File: config.mk
export PLATFORM = sky130hd
export DESIGN_NAME = overlay_ctrl
export DESIGN_NICKNAME = d
export VERILOG_FILES = /design/src/rtl/overlay_ctrl.sv
export SDC_FILE = /design/constraint.sdc
export NUM_CORES = 1
export LEC_CHECK = 0
export CORE_MARGIN = 1
export CORE_UTILIZATION = 43
export DETAILED_ROUTE_END_ITERATION = 12
export MAX_ROUTING_LAYER = met4
export PLACE_DENSITY_LB_ADDON = 0.15
export SLEW_MARGIN = 20
export SYNTH_ARGS = -nofsm -noshare
export SYNTH_HDL_FRONTEND = slang
export SYNTH_SLANG_ARGS = --single-unit
File: constraint.sdc
create_clock -name clk -period 3.8 [get_ports clk]
set_input_delay 0.76 -clock clk [delete_from_list [all_inputs] [get_ports clk]]
set_output_delay 0.76 -clock clk [all_outputs]
set_load 0.01 [all_outputs]
File: src/rtl/overlay_ctrl.sv
// ---------------------------------------------------------------------------
// overlay_ctrl
//   Job sequencer for the PE-array overlay. A job first forwards the
//   instruction chain (NUM_PE*INST_PER_PE words) from the instruction
//   stream onto inst_v/inst_in. It then forwards cfg_len data words from the
//   data stream onto din_v/din_ld. Finally it waits for the PE pipeline to
//   empty and pulses done for one cycle.
//
// Ports
//   clk, rst                     clock (rising edge), async active-high reset
//   start, abort, cfg_len        job control; cfg_len is latched at start
//   inst_s_valid/ready/data      instruction source handshake
//   data_s_valid/ready/data      data source handshake
//   inst_v, inst_in              registered instruction load into the chain
//   din_v, din_ld                registered data load into the array
//   res_v                        din_v delayed by PIPE_LAT cycles
//   busy                         high whenever a job is in progress
//   done                         one-cycle job-complete pulse
// ---------------------------------------------------------------------------
module overlay_ctrl #(
    parameter int NUM_PE      = 8,
    parameter int INST_PER_PE = 4,
    parameter int DATA_WIDTH  = 16,
    parameter int INST_WIDTH  = 32,
    parameter int PIPE_LAT    = 12
) (
    input  logic                    clk,
    input  logic                    rst,
    input  logic                    start,
    input  logic                    abort,
    input  logic [15:0]             cfg_len,
    input  logic                    inst_s_valid,
    output logic                    inst_s_ready,
    input  logic [INST_WIDTH-1:0]   inst_s_data,
    input  logic                    data_s_valid,
    output logic                    data_s_ready,
    input  logic [2*DATA_WIDTH-1:0] data_s_data,
    output logic                    inst_v,
    output logic [INST_WIDTH-1:0]   inst_in,
    output logic                    din_v,
    output logic [2*DATA_WIDTH-1:0] din_ld,
    output logic                    res_v,
    output logic                    busy,
    output logic                    done
);

    localparam int INST_TOTAL = NUM_PE * INST_PER_PE;
    localparam int ICNT_W     = $clog2(INST_TOTAL + 1);
    localparam logic [ICNT_W-1:0] INST_LAST = ICNT_W'(INST_TOTAL - 1);

    typedef enum logic [1:0] {
        IDLE      = 2'd0,
        LOAD_INST = 2'd1,
        STREAM    = 2'd2,
        DRAIN     = 2'd3
    } state_t;

    state_t              state;
    state_t              state_nxt;
    logic [ICNT_W-1:0]   inst_cnt;
    logic [15:0]         data_cnt;
    logic [15:0]         len;
    logic [PIPE_LAT-1:0] res_sr;
    logic                inst_hs;
    logic                data_hs;
    logic                kill;
    logic                drained;

    assign inst_hs = inst_s_valid & inst_s_ready;
    assign data_hs = data_s_valid & data_s_ready;
    assign kill    = abort & (state != IDLE);
    // The pipeline is empty only when nothing is in flight in the delay line
    // and no load is being presented to the array this cycle.
    assign drained = (res_sr == '0) & ~din_v;
    assign busy    = (state != IDLE);
    assign res_v   = res_sr[PIPE_LAT-1];

    always_ff @(posedge clk or posedge rst) begin
        if (rst) begin
            state <= IDLE;
        end else begin
            state <= state_nxt;
        end
    end

    always_comb begin
        state_nxt    = state;
        inst_s_ready = 1'b0;
        data_s_ready = 1'b0;
        case (state)
            IDLE: begin
                if (start && (cfg_len != 16'd0)) state_nxt = LOAD_INST;
            end
            LOAD_INST: begin
                inst_s_ready = 1'b1;
                if (inst_s_valid && (inst_cnt == INST_LAST)) state_nxt = STREAM;
            end
            STREAM: begin
                data_s_ready = 1'b1;
                if (data_s_valid && (data_cnt == len - 16'd1)) state_nxt = DRAIN;
            end
            DRAIN: begin
                if (drained) state_nxt = IDLE;
            end
            default: state_nxt = IDLE;
        endcase
        // Cancel wins over any phase transition decided above.
        if (kill) state_nxt = IDLE;
    end

    always_ff @(posedge clk or posedge rst) begin
        if (rst) begin
            inst_cnt <= '0;
            data_cnt <= '0;
            len      <= '0;
            res_sr   <= '0;
            inst_v   <= 1'b0;
            inst_in  <= '0;
            din_v    <= 1'b0;
            din_ld   <= '0;
            done     <= 1'b0;
        end else begin
            inst_v <= 1'b0;
            din_v  <= 1'b0;
            done   <= 1'b0;
            res_sr <= {res_sr[PIPE_LAT-2:0], din_v};
            if (kill) begin
                // A word handshaken in this cycle is consumed but dropped.
                res_sr <= '0;
            end else begin
                if ((state == IDLE) && start) begin
                    if (cfg_len == 16'd0) begin
                        done <= 1'b1;
                    end else begin
                        len      <= cfg_len;
                        inst_cnt <= '0;
                        data_cnt <= '0;
                    end
                end
                if (inst_hs) begin
                    inst_v   <= 1'b1;
                    inst_in  <= inst_s_data;
                    inst_cnt <= inst_cnt + ICNT_W'(1);
                end
                if (data_hs) begin
                    din_v    <= 1'b1;
                    din_ld   <= data_s_data;
                    data_cnt <= data_cnt + 16'd1;
                end
                if ((state == DRAIN) && drained) done <= 1'b1;
            end
        end
    end

    a_one_ready : assert property (@(posedge clk) disable iff (rst)
        !(inst_s_ready && data_s_ready));
    a_one_load : assert property (@(posedge clk) disable iff (rst)
        !(inst_v && din_v));

endmodule

# [Word-level counts from Yosys, hierarchy flattened]
# Index checks and enable logic that the tools add are counted.
[op_classes] muxes=23 reduce_logical=18 addsub=3 n_bitwise=7 n_eq_ne=11
[ops] operator="two-way mux 16 bit" count=3
[ops] operator="two-way mux 6 bit" count=3
[ops] operator="adder 16 x 1 -> 16 bit (second input constant)" count=1
[ops] operator="== test 16 bit" count=1
[ops] operator="zero test 16 bit" count=1
[ops] operator="nonzero test 16 bit" count=1
[ops] operator="subtractor 16 x 1 -> 16 bit (second input constant)" count=1
[ops] operator="zero test 12 bit" count=1
[ops] operator="two-way mux 12 bit" count=1
[ops] operator="!= test 3 bit (second input constant)" count=4
[ops] operator="two-way mux 1 bit" count=10
[ops] operator="two-way mux 2 bit" count=5
[ops] operator="AND reduction 3 bit" count=3
[ops] operator="one-hot mux 2 bit (4 select lines)" count=1
[ops] operator="adder 6 x 1 -> 6 bit (second input constant)" count=1
[ops] operator="== test 6 x 5 -> 1 bit (second input constant)" count=1
[ops] operator="nonzero test 2 bit" count=3
[ops] operator="logical AND 1 bit" count=5
[ops] operator="bitwise AND 1 bit" count=4
[ops] operator="== test 2 bit (second input constant)" count=2
[ops] operator="!= test 2 bit (second input constant)" count=2
[ops] operator="AND reduction 2 bit" count=2
[ops] operator="AND reduction 4 bit" count=1
[ops] operator="NOT 1 bit" count=3
[ops] operator="other kinds (2)" count=2
[word_totals] elab_cells=72 in_bits=86 out_inout_bits=71 regBits=119

# [Depth between registers and ports, before layout]
[logic_depth] ltp_word=6 depth_mapped=10 mapped_depth_nobuf=9

# [Worst setup path before layout]
# OpenSTA, ideal clock, no wires.
[synth_timing] path_type="in2reg" start="in cfg_len[11]" end="reg len[0]" setup_ns=0.125 t_arrival_ns=2.095 slack_ns=1.580 path_buffers=1 stages=5 t_required_ns=3.675 cell_sequence="nor4_1 > nand4_1 > nand3_1 > clkbuf_1 > mux2_2"
[synth_via] elab_chain_cells=3
[synth_rtl] element="start: declaration" line="31" text="input logic [15:0] cfg_len,"
[synth_rtl] element="zero test 16 bit" line="132" text="if (cfg_len == 16'd0) begin"
[synth_rtl] element="NOT 1 bit (no source line)"
[synth_rtl] element="AND reduction 3 bit (no source line)"
[synth_rtl] element="end signal: assignment" line="135" text="len <= cfg_len;"
[synth_rtl] element="end: declaration" line="62" text="logic [15:0] len;"
# No other way between the ends.
# A chain may end at the register's enable or synchronous reset.

# [Worst setup path after layout]
[layout_timing] start="in cfg_len[0]" end="reg len[13]"
# Same word-level chain as after synthesis.

==> impl_metrics.json <==
{
  "yosysUniqueCellTypes": 55,
  "min_path_type": "flip-flop to flip-flop",
  "cpPeakStageDelay_ps": 560,
  "rrSetupSlack_ps": 1150,
  "start_util": 0.440,
  "grt_pass1_vias": 4573,
  "r2r-start": "len[0]",
  "grt_max_degree": 120,
  "clk_pin_slew_ps": 50,
  "critical-path-top-delay-family": "simple AND/OR/NAND/NOR gates",
  "post_cts_buffers": 0,
  "whs_path_depth": 2,
  "cts_buffer_depth": 2,
  "async_flop_share": 1.00,
  "grt_setup_unrepaired": "false",
  "finalSetupTns_ps": 0,
  "setup_violations": 0,
  "die_w_um": 115,
  "max-vdd-ir-drop_uv": 407,
  "antenna_cells": 0,
  "utilization": 0.628,
  "clockRootBuffer": "clkbuf_16",
  "cts_sinks": 119,
  "rr_worst_depth": 9,
  "holdPathEnd": "inst_in[8]",
  "finalMaxSlewViolations": 0,
  "drive_above_1_share": 0.0834,
  "area_growth_syn_to_layout_pct": 42.8,
  "yosysTopAreaCellShare": 0.538,
  "path_max_fanout": 14,
  "avgSynthCellArea_um2": 9.22,
  "ant_nets": 0,
  "antenna_found_initial": 0,
  "synth-seq-cells": 119,
  "htree_levels": 4,
  "synth_edf_count": 0,
  "drt_first_pass_iters": 6,
  "syn_nets": 693,
  "worstPathRequired_ps": 4090,
  "synthTopCellsByCount": "227 x nand2_1, 119 x dfrtp_1, 26 x nand3_1, 26 x o21ai_0, 20 x clkbuf_1",
  "cts-resized-gates": 0,
  "holdBufCountCts": 0,
  "grt_overflow": 0,
  "nNetsFinal": 847,
  "cap_violations": 0,
  "num-fill-cells": 1046,
  "fp.dieH_um": 115,
  "numCtsBuffers": 17,
  "cp.arrival_ps": 3180,
  "cts_tree": "built",
  "num_vias": 4705,
  "ys_warn_count": 0,
  "synthFlopType": "dfrtp_1",
  "fin_crit_sh": 0.760,
  "cp-end-kind": "flip-flop",
  "path_cells": "clkdlybuf4s50_1 -> nor4_1 -> nand4_1 -> nand3_1 -> buf_4 -> mux2_2",
  "synthTopCellsByArea": "dfrtp_1 54%, nand2_1 15%, mux2_2 3.5%",
  "clock_skew_ps": 10.5,
  "leakage_uw": 0.00367,
  "io_buffers": 156,
  "dp_hpwl_um": 9440,
  "avgViaCountPerCell": 5.01,
  "drtIter0Drc": 265,
  "dieArea_mm2": 0.0133,
  "synth_cells": 600,
  "num_rows": 41,
  "grt_pass1_wl_um": 22100,
  "clkLatencyLatePin_ps": 420,
  "max_clock_freq_mhz": 346,
  "hold_viol_final": 0,
  "wire_per_inst_um": 14.5,
  "fin_crit_ps": 2890,
  "cp_slowest_cell": "nor4_1",
  "boundaryPins": 157,
  "core_mm2": 0.0126,
  "worst_pin_slew_ps": 667,
  "crit_path_start_kind": "input port",
  "path_buf_inv": 2,
  "r2r_end": "state[1]",
  "synth_top_cell_by_area": "dfrtp_1",
  "synth.most_common_cell": "nand2_1",
  "drc_errors": 0,
  "power_density_mw_per_mm2": 749,
  "critPathKind": "input port to flip-flop",
  "hold_ws_ps": 469,
  "relSlewSlack": 0.554,
  "gp_congestion": 0.853,
  "yosysSeqAreaShare": 0.538,
  "min_from": "inst_in[8]",
  "grt_usage": 0.224,
  "status": "complete, no violations",
  "drt_wl_total_um": 13700,
  "synthesis.area_mm2": 0.00553
}
## area by class of cell
type | instances | area (um^2) | area share
clock inverters | 6 | 111 | 0.0141
repair buffers | 163 | 1630 | 0.206
multi-input cells | 438 | 2380 | 0.302
well taps | 172 | 215 | 0.0273
clock buffers | 26 | 519 | 0.0658
flip-flops and latches | 119 | 2980 | 0.377
inverters | 15 | 60.1 | 0.00761
## through the flow
stage / area [um^2] / power, uW / instances / setup slack (ps)
2_1_floorplan: 5530 / 3180 / 600 / 1580
3_3_place_gp: 7260 / 4160 / 907 / 620
3_5_place_dp: 7260 / 4230 / 907 / 526
4_1_cts: 7900 / 5960 / 939 / 945
5_1_grt: 7900 / 6270 / 939 / 701
6_report: 7900 / 5910 / 939 / 913
## tightest hold or removal path: stages (launching register included)
cell     delay [ps]
dfrtp_1         330
nand2_1          50
nand2_1          50
## where the power goes
group | internal (uW) | switching [uW]
Clock | 1140 | 551
Sequential | 1710 | 389
Combinational | 1110 | 1020
## layer usage
metal | track usage | share of wire
met5 | - | 0
met4 | 0.0848 | 0.019
met3 | 0.0854 | 0.074
met2 | 0.321 | 0.46
met1 | 0.285 | 0.45
## state kept, by name, indices dropped and copies added (netlist names), 2 cells and up
name and count:
din_ld 32, res_sr 12, inst_in 32, data_cnt 16, state 2, len 16
inst_cnt 6
## cell usage in the layout (no fill, tap or decap), drive strengths merged, types with 3 or more instances in the layout
master,Yosys,final
o21ai,27,27
nor2,11,11
mux2i,4,4
and2,13,13
mux2,17,17
and3,11,11
nand2,227,227
nand3,26,26
nor3,8,8
bufinv,0,3
a21oi,7,7
clkbuf,21,26
nand2b,4,4
o22ai,3,3
dfrtp,119,119
inv,15,14
buf,7,7
nor4,8,8
ha,7,7
xnor2,9,9
clkdlybuf4s50,0,156
nand4,9,9
xor2,12,12
## cells by family after synthesis
| family | Yosys count | synth area share |
|---|---|---|
| fa+ha+maj | 7 | 0.0158 |
| mux | 21 | 0.0419 |
| xor+xnor | 21 | 0.0333 |
| flops | 119 | 0.538 |
| compound gates | 58 | 0.0667 |
| simple gates | 331 | 0.273 |
| buf+inv | 43 | 0.0312 |
## how the worst max path moves through the flow
| stage | start | end | slack [ps] | cells after the start |
|---|---|---|---|---|
| floorplan | rst | data_cnt[0] | 1580 | 1 |
| global placement | cfg_len[0] | len[10] | 620 | 6 |
| detailed placement | cfg_len[0] | len[11] | 530 | 6 |
| CTS | cfg_len[0] | len[13] | 940 | 6 |
| global route | cfg_len[0] | len[13] | 700 | 6 |
| finish | cfg_len[0] | len[13] | 910 | 6 |
Note: power is estimated with default switching activity, not from simulation.
